[config.mk]
export PLATFORM = sky130hd
export DESIGN_NAME = dt_sample_framer
export DESIGN_NICKNAME = d
export VERILOG_FILES = /design/src/rtl/dt_pkg.sv /design/src/rtl/dt_frame_reg.sv /design/src/rtl/dt_sample_framer.sv
export SDC_FILE = /design/constraint.sdc
export NUM_CORES = 1
export LEC_CHECK = 0
export BUFFER_PORTS_ARGS = -buffer_cell sky130_fd_sc_hd__buf_4
export CORE_MARGIN = 3
export CORE_UTILIZATION = 55
export DETAILED_ROUTE_END_ITERATION = 12
export PLACE_DENSITY_LB_ADDON = 0.1
export SYNTH_ARGS = -nofsm -noshare
export SYNTH_HDL_FRONTEND = slang
export SYNTH_SLANG_ARGS = --single-unit
[constraint.sdc]
create_clock -name clk -period 4.5 [get_ports clk]
set_input_delay 0.45 -clock clk [delete_from_list [all_inputs] [get_ports clk]]
set_output_delay 0.45 -clock clk [all_outputs]
set_load 0.05 [all_outputs]
[src/rtl/dt_pkg.sv]
// dt_pkg
//   Shared definitions for the decision-tree front end: channel tags,
//   channel count, framer state encoding and the default sample/class
//   widths used by both the sample framer and the classifier.
//   No ports (package).

package dt_pkg;

    // Default sample width and class-index width shared with the classifier.
    localparam int DT_N = 8;
    localparam int DT_C = 3;

    // Number of channels in one aligned frame.
    localparam int NCH = 6;

    // Channel tags carried on s_chan. Tags 6 and 7 are illegal.
    typedef enum logic [2:0] {
        CH_VA = 3'd0,
        CH_VB = 3'd1,
        CH_VC = 3'd2,
        CH_IA = 3'd3,
        CH_IB = 3'd4,
        CH_IC = 3'd5
    } ch_e;

    // Framer states: COLLECT accepts beats, PEND holds a complete frame
    // in staging while the output slot is still occupied.
    typedef enum logic {
        ST_COLLECT = 1'b0,
        ST_PEND    = 1'b1
    } state_e;

endpackage

[src/rtl/dt_frame_reg.sv]
// dt_frame_reg
//   Single-entry valid/ready output holding register for a full frame.
//   Ports:
//     clk, rst_n  - clock, synchronous active-low reset
//     load        - capture din this cycle (only when slot_free)
//     din         - frame to capture (W bits)
//     m_ready     - downstream takes the held frame
//     m_valid     - held frame is valid
//     dout        - held frame (stable while m_valid && !m_ready)
//     slot_free   - register may be overwritten this cycle

module dt_frame_reg #(
    parameter int W = 48
) (
    input  logic         clk,
    input  logic         rst_n,
    input  logic         load,
    input  logic [W-1:0] din,
    input  logic         m_ready,
    output logic         m_valid,
    output logic [W-1:0] dout,
    output logic         slot_free
);

    // The slot can be refilled either when empty or when the current
    // frame is being consumed in this same cycle.
    assign slot_free = !m_valid || m_ready;

    always_ff @(posedge clk) begin
        if (!rst_n) begin
            m_valid <= 1'b0;
            dout    <= '0;
        end else if (load) begin
            m_valid <= 1'b1;
            dout    <= din;
        end else if (m_valid && m_ready) begin
            m_valid <= 1'b0;
        end
    end

endmodule

[src/rtl/dt_sample_framer.sv]
// dt_sample_framer
//   Collects six channel-tagged sample beats (Va, Vb, Vc, Ia, Ib, Ic) in
//   strict order into staging registers and presents the aligned frame to
//   the decision-tree classifier through a valid/ready output slot.
//   Out-of-order or illegal tags raise a one-cycle frame_err pulse; a tag of
//   0 resynchronises on the spot, anything else drops back to channel 0.
//   Ports:
//     clk, rst_n        - clock, synchronous active-low reset
//     s_valid/s_ready   - upstream beat handshake
//     s_data, s_chan    - sample value and channel tag
//     Va..Ic            - aligned frame outputs
//     m_valid/m_ready   - frame handshake towards the classifier
//     frame_err         - one-cycle pulse on a sequence error
//     frame_cnt         - delivered-frame counter, wraps modulo 2^CW

module dt_sample_framer
    import dt_pkg::*;
#(
    parameter int N  = DT_N,
    parameter int CW = 16
) (
    input  logic          clk,
    input  logic          rst_n,
    input  logic          s_valid,
    output logic          s_ready,
    input  logic [N-1:0]  s_data,
    input  logic [2:0]    s_chan,
    output logic [N-1:0]  Va,
    output logic [N-1:0]  Vb,
    output logic [N-1:0]  Vc,
    output logic [N-1:0]  Ia,
    output logic [N-1:0]  Ib,
    output logic [N-1:0]  Ic,
    output logic          m_valid,
    input  logic          m_ready,
    output logic          frame_err,
    output logic [CW-1:0] frame_cnt
);

    state_e             state;
    logic [2:0]         idx;
    logic [N-1:0]       stg [NCH];

    logic               accept;
    logic               in_order;
    logic               last_beat;
    logic               slot_free;
    logic               load;
    logic [NCH*N-1:0]   load_data;
    logic [NCH*N-1:0]   frame_q;

    // Gating with rst_n keeps s_ready low while reset is held.
    assign s_ready   = rst_n && (state == ST_COLLECT);
    assign accept    = s_valid && s_ready;
    assign in_order  = (s_chan == idx);
    assign last_beat = (idx == CH_IC);

    // A frame enters the output slot either straight from the last beat
    // (staging plus live s_data) or from staging when leaving PEND.
    always_comb begin
        load      = 1'b0;
        load_data = '0;
        for (int unsigned i = 0; i < NCH; i++) begin
            load_data[i*N +: N] = stg[i];
        end
        if (state == ST_COLLECT) begin
            if (accept && in_order && last_beat && slot_free) begin
                load = 1'b1;
                load_data[(NCH-1)*N +: N] = s_data;
            end
        end else if (slot_free) begin
            load = 1'b1;
        end
    end

    always_ff @(posedge clk) begin
        if (!rst_n) begin
            state     <= ST_COLLECT;
            idx       <= '0;
            frame_err <= 1'b0;
            frame_cnt <= '0;
            for (int unsigned i = 0; i < NCH; i++) begin
                stg[i] <= '0;
            end
        end else begin
            frame_err <= 1'b0;
            if (m_valid && m_ready) begin
                frame_cnt <= frame_cnt + CW'(1);
            end
            case (state)
                ST_COLLECT: begin
                    if (accept) begin
                        if (in_order) begin
                            // The last beat is always written to staging;
                            // it only matters when the frame has to wait in PEND.
                            stg[idx] <= s_data;
                            if (!last_beat) begin
                                idx <= idx + 3'd1;
                            end else if (slot_free) begin
                                idx <= '0;
                            end else begin
                                state <= ST_PEND;
                            end
                        end else begin
                            frame_err <= 1'b1;
                            if (s_chan == CH_VA) begin
                                stg[0] <= s_data;
                                idx    <= 3'd1;
                            end else begin
                                idx <= '0;
                            end
                        end
                    end
                end
                ST_PEND: begin
                    if (slot_free) begin
                        state <= ST_COLLECT;
                        idx   <= '0;
                    end
                end
                default: begin
                    state <= ST_COLLECT;
                    idx   <= '0;
                end
            endcase
        end
    end

    dt_frame_reg #(
        .W (NCH*N)
    ) u_frame_reg (
        .clk       (clk),
        .rst_n     (rst_n),
        .load      (load),
        .din       (load_data),
        .m_ready   (m_ready),
        .m_valid   (m_valid),
        .dout      (frame_q),
        .slot_free (slot_free)
    );

    assign Va = frame_q[0*N +: N];
    assign Vb = frame_q[1*N +: N];
    assign Vc = frame_q[2*N +: N];
    assign Ia = frame_q[3*N +: N];
    assign Ib = frame_q[4*N +: N];
    assign Ic = frame_q[5*N +: N];

endmodule

==> metrics.log <==
INFO  metric run_status = complete, no violations
INFO  metric fillers = 683
INFO  metric report.final.hold_viol_count = 0
INFO  metric crit_required = 4670 ps
INFO  metric vdd.ir_drop.worst = 257 uV
INFO  metric synth_area_per_cell = 10.6 um2
INFO  metric synthesis.nets = 485
INFO  metric post_cts_resized = 0
INFO  metric min_path_type = in2reg
INFO  metric flow.area_growth_from_synthesis = 26.2%
INFO  metric net_switching_component_of_the_power = 0.524 mW
INFO  metric setup_tns = 0 ps
INFO  metric placed_cells = 636
INFO  metric combinationalPowerShare = 2.9%
INFO  metric p_leak = 2.49 nW
INFO  metric ctsHtreeMaxLevel = 4
INFO  metric synth.yosys.warnings = 0
INFO  metric cts_bufs_inserted = 17
INFO  metric timing.final.setup_violations = 0
INFO  metric worst_case_setup_margin_in_the_final_layout = 1700 ps
INFO  metric drt.antenna.violating_nets = 0
INFO  metric globalRoute.totalOverflow = 0
INFO  metric die_w = 101 um
INFO  metric placedInstanceArea = 5640 um2
INFO  metric grt_antenna_before_repair = 0
INFO  metric ys_seq_area_share = 57.2%
INFO  metric power_density = 419 nW/um2
INFO  metric hold-worst-slack = 262 ps
INFO  metric post-route-period-util = 62.3%
INFO  metric slew_headroom = 36.8%
INFO  metric placement.io_buffers = 81
INFO  metric clk_pin_slew_worst_paths = 60 ps
INFO  metric hold_path_end = frame_cnt[1]$_SDFFE_PN0P_
INFO  metric fin_nets = 565
INFO  metric setup.worst_path.class = reg2reg
INFO  metric postLayoutCoreUtil = 71.5%
INFO  metric critical_path_endpoint_category = flop
INFO  metric netlist-cell-type-count = 37
INFO  metric grt_setup_unrepaired = false
INFO  metric pin_count_of_the_biggest_net_entering_global_routing = 105
INFO  metric grt_util_all_layers = 21.5%
INFO  metric place_congestion = 0.838
INFO  metric power.share.switching = 19.9%
INFO  metric insertion_delay = 510 ps
INFO  metric r2r_setup_slack = 1700 ps
INFO  metric wirelength_met1 = 4.60 mm
INFO  metric yosys_register_bits = 118
INFO  metric drive_gt1_share = 22.1%
INFO  metric routed_wirelength = 10.3 mm
INFO  metric critical_path_arrival = 2970 ps
INFO  metric floorplan.die_area = 10,200 um2
INFO  metric rows = 34
INFO  metric wl_met3 = 568 um
INFO  metric hold_depth = 3
INFO  metric worstReg2RegEnd = stg[3][3]$_SDFFCE_PN0P_
INFO  metric seqPwrFrac = 43.2%
INFO  metric antenna-diode-count = 0
INFO  metric hpwlAfterDp = 6.78 mm
INFO  metric critical_path.max_fanout = 22
INFO  metric post-route-drc-count = 0
INFO  metric stdcell_area = 6270 um2
INFO  metric postCtsSetupRepairBufs = 0
INFO  metric maxClockFrequency = 357 MHz
INFO  metric tritoncts = built
INFO  metric route.detailed.vias_per_inst = 5.41
INFO  metric core_area = 8760 um2
INFO  metric worst_clock_skew = 6.12 ps
INFO  metric initial_utilization = 56.7%
INFO  metric clk_root_buffer_cell = sky130_fd_sc_hd__clkbuf_8
INFO  metric final_power = 2.63 mW
INFO  metric r2r_cells = 4
INFO  metric finalCriticalPeriod = 2800 ps
INFO  metric maxSlewViolCount = 0
INFO  metric wire_length_of_the_first_global_routing_pass = 16.9 mm
INFO  metric synth.cell_area = 4970 um2
INFO  metric cell_internal_pwr = 2.10 mW
INFO  metric clock-sinks = 118
INFO  metric synthesis.instances = 467
INFO  metric startpoint_types = flop
INFO  metric r2r-start = state$_SDFF_PN0_
INFO  metric grt_pass1_vias = 3,499
INFO  metric hp-start = m_ready
INFO  metric post-place-ws = 1700 ps
INFO  metric io-pin-count = 82
INFO  metric route.met2.wl = 4.89 mm
INFO  metric drt_iter0_drc = 224
INFO  metric overall_die_height = 101 um
INFO  metric multiInputGateArea = 1980 um2
INFO  metric clockBufferDepth = 2
INFO  metric final_cells = 668
INFO  metric maxCapViolCount = 0
INFO  metric num_vias = 3,612
INFO  metric regArea = 2840 um2
INFO  metric drt-wirelength-per-cell = 15.4 um
INFO  metric route.top_layer_used = met4
INFO  metric pwr-share-clk = 53.9%
INFO  metric tightest_slew = 948 ps
INFO  metric drt-pass1-iter-count = 4
INFO  metric cts.hold.buffers_added = 0
## power by group through the flow
stage               clock (mW)  combinational, mW  sequential, mW
floorplan                    0             0.0423            1.16
global placement             0             0.0750            1.16
detailed placement           0             0.0764            1.16
CTS                       1.43             0.0768            1.14
global route              1.49             0.0850            1.14
finish                    1.42             0.0759            1.14
## layout make-up
class                           count  area share [%]
Multi-Input combinational cell    315            31.6
Timing Repair Buffer               87            10.4
Clock inverter                     13            3.27
Inverter                            8           0.479
Tap cell                          108            2.16
Sequential cell                   118            45.3
Clock buffer                       19            6.73
## sequential cells by signal (all words and copies together), names as in the netlist
register,count
frame_cnt,16
frame_err,1
idx,3
state,1
stg,48
u_frame_reg.dout,48
u_frame_reg.m_valid,1
## cells in the final DEF (no fill, tap or decap), types with 2 or more instances in the layout
master and count:
sky130_fd_sc_hd__o41ai_1 2, sky130_fd_sc_hd__xor2_1 12, sky130_fd_sc_hd__clkinv_4 2, sky130_fd_sc_hd__nor2_1 14, sky130_fd_sc_hd__a21boi_0 8, sky130_fd_sc_hd__nor3_1 3
sky130_fd_sc_hd__clkbuf_1 2, sky130_fd_sc_hd__clkbuf_16 16, sky130_fd_sc_hd__and4_1 2, sky130_fd_sc_hd__nor4_1 7, sky130_fd_sc_hd__dfxtp_1 70, sky130_fd_sc_hd__clkinvlp_4 3
sky130_fd_sc_hd__bufinv_16 5, sky130_fd_sc_hd__buf_4 87, sky130_fd_sc_hd__nand2b_1 8, sky130_fd_sc_hd__and3_1 10, sky130_fd_sc_hd__o21ai_0 16, sky130_fd_sc_hd__nor4_4 2
sky130_fd_sc_hd__nand4_1 5, sky130_fd_sc_hd__or3_1 4, sky130_fd_sc_hd__nand3b_1 2, sky130_fd_sc_hd__o311ai_0 2, sky130_fd_sc_hd__nand2_1 93, sky130_fd_sc_hd__inv_1 8
sky130_fd_sc_hd__nand3_1 9, sky130_fd_sc_hd__a21oi_1 8, sky130_fd_sc_hd__clkinv_2 3, sky130_fd_sc_hd__edfxtp_1 48, sky130_fd_sc_hd__mux2i_1 49, sky130_fd_sc_hd__and2_1 46
sky130_fd_sc_hd__ha_1 3
## per-layer routing
layer / up-vias / track usage (%)
li1: 1770 / -
met1: 1716 / 28.4
met2: 109 / 34.0
met3: 17 / 6.02
met4: 0 / 7.87
met5: - / 0
## synth_stat cells
cell	instances	area [um2]
sky130_fd_sc_hd__a21boi_0	8	60.1
sky130_fd_sc_hd__a21o_1	1	7.51
sky130_fd_sc_hd__a21oi_1	8	40.0
sky130_fd_sc_hd__a31oi_1	1	6.26
sky130_fd_sc_hd__and2_1	46	288
sky130_fd_sc_hd__and3_1	10	62.6
sky130_fd_sc_hd__and4_1	2	17.5
sky130_fd_sc_hd__buf_4	4	30.0
sky130_fd_sc_hd__buf_6	1	11.3
sky130_fd_sc_hd__clkbuf_1	21	78.8
sky130_fd_sc_hd__dfxtp_1	70	1400
sky130_fd_sc_hd__edfxtp_1	48	1440
sky130_fd_sc_hd__ha_1	3	37.5
sky130_fd_sc_hd__inv_1	8	30.0
sky130_fd_sc_hd__mux2i_1	49	490
sky130_fd_sc_hd__nand2_1	93	349
sky130_fd_sc_hd__nand2b_1	8	50.1
sky130_fd_sc_hd__nand3_1	9	45.0
sky130_fd_sc_hd__nand3b_1	2	15.0
sky130_fd_sc_hd__nand4_1	5	31.3
sky130_fd_sc_hd__nand4b_1	1	8.76
sky130_fd_sc_hd__nor2_1	14	52.6
sky130_fd_sc_hd__nor2_2	1	6.26
sky130_fd_sc_hd__nor3_1	3	15.0
sky130_fd_sc_hd__nor3_2	1	10.0
sky130_fd_sc_hd__nor4_1	7	43.8
sky130_fd_sc_hd__nor4_2	1	12.5
sky130_fd_sc_hd__nor4_4	2	42.5
sky130_fd_sc_hd__o21ai_0	16	80.1
sky130_fd_sc_hd__o21ai_2	1	8.76
sky130_fd_sc_hd__o311ai_0	2	17.5
sky130_fd_sc_hd__o31ai_1	1	7.51
sky130_fd_sc_hd__o41ai_1	2	17.5
sky130_fd_sc_hd__or3_1	4	25.0
sky130_fd_sc_hd__or4_4	1	11.3
sky130_fd_sc_hd__xnor2_1	1	8.76
sky130_fd_sc_hd__xor2_1	12	105
## worst max-delay path, stage by stage, from the launching register on
cell and delay (ps):
sky130_fd_sc_hd__dfxtp_1 500, sky130_fd_sc_hd__nand3b_1 350, sky130_fd_sc_hd__or4_4 700, sky130_fd_sc_hd__nor4_2 490, sky130_fd_sc_hd__nand2b_1 410
## logic make-up (layout without fill, tap and decap cells)
kind of cell               count (synthesis)  in the layout  share of synthesized area [%]
AOI/OAI and AO/OA                         40             40                           4.94
xor gates and xnor gates                  13             13                           2.29
adders and majority gates                  3              3                          0.756
buffers and inverters                     34            127                           3.02
DFF                                      118            118                           57.2
muxes                                     49             49                           9.88
and+or+nand+nor                          210            210                           21.9
## worst max path at each step
stage	startpoint	endpoint	depth (start not counted)
2_1_floorplan	s_chan[1]	stg[1][0]$_SDFFCE_PN0P_	4
3_3_place_gp	rst_n	stg[3][4]$_SDFFCE_PN0P_	7
3_5_place_dp	state$_SDFF_PN0_	stg[3][4]$_SDFFCE_PN0P_	4
4_1_cts	state$_SDFF_PN0_	stg[3][3]$_SDFFCE_PN0P_	4
5_1_grt	state$_SDFF_PN0_	stg[3][2]$_SDFFCE_PN0P_	4
6_report	state$_SDFF_PN0_	stg[3][3]$_SDFFCE_PN0P_	4
(Power assumes the default switching activity.)
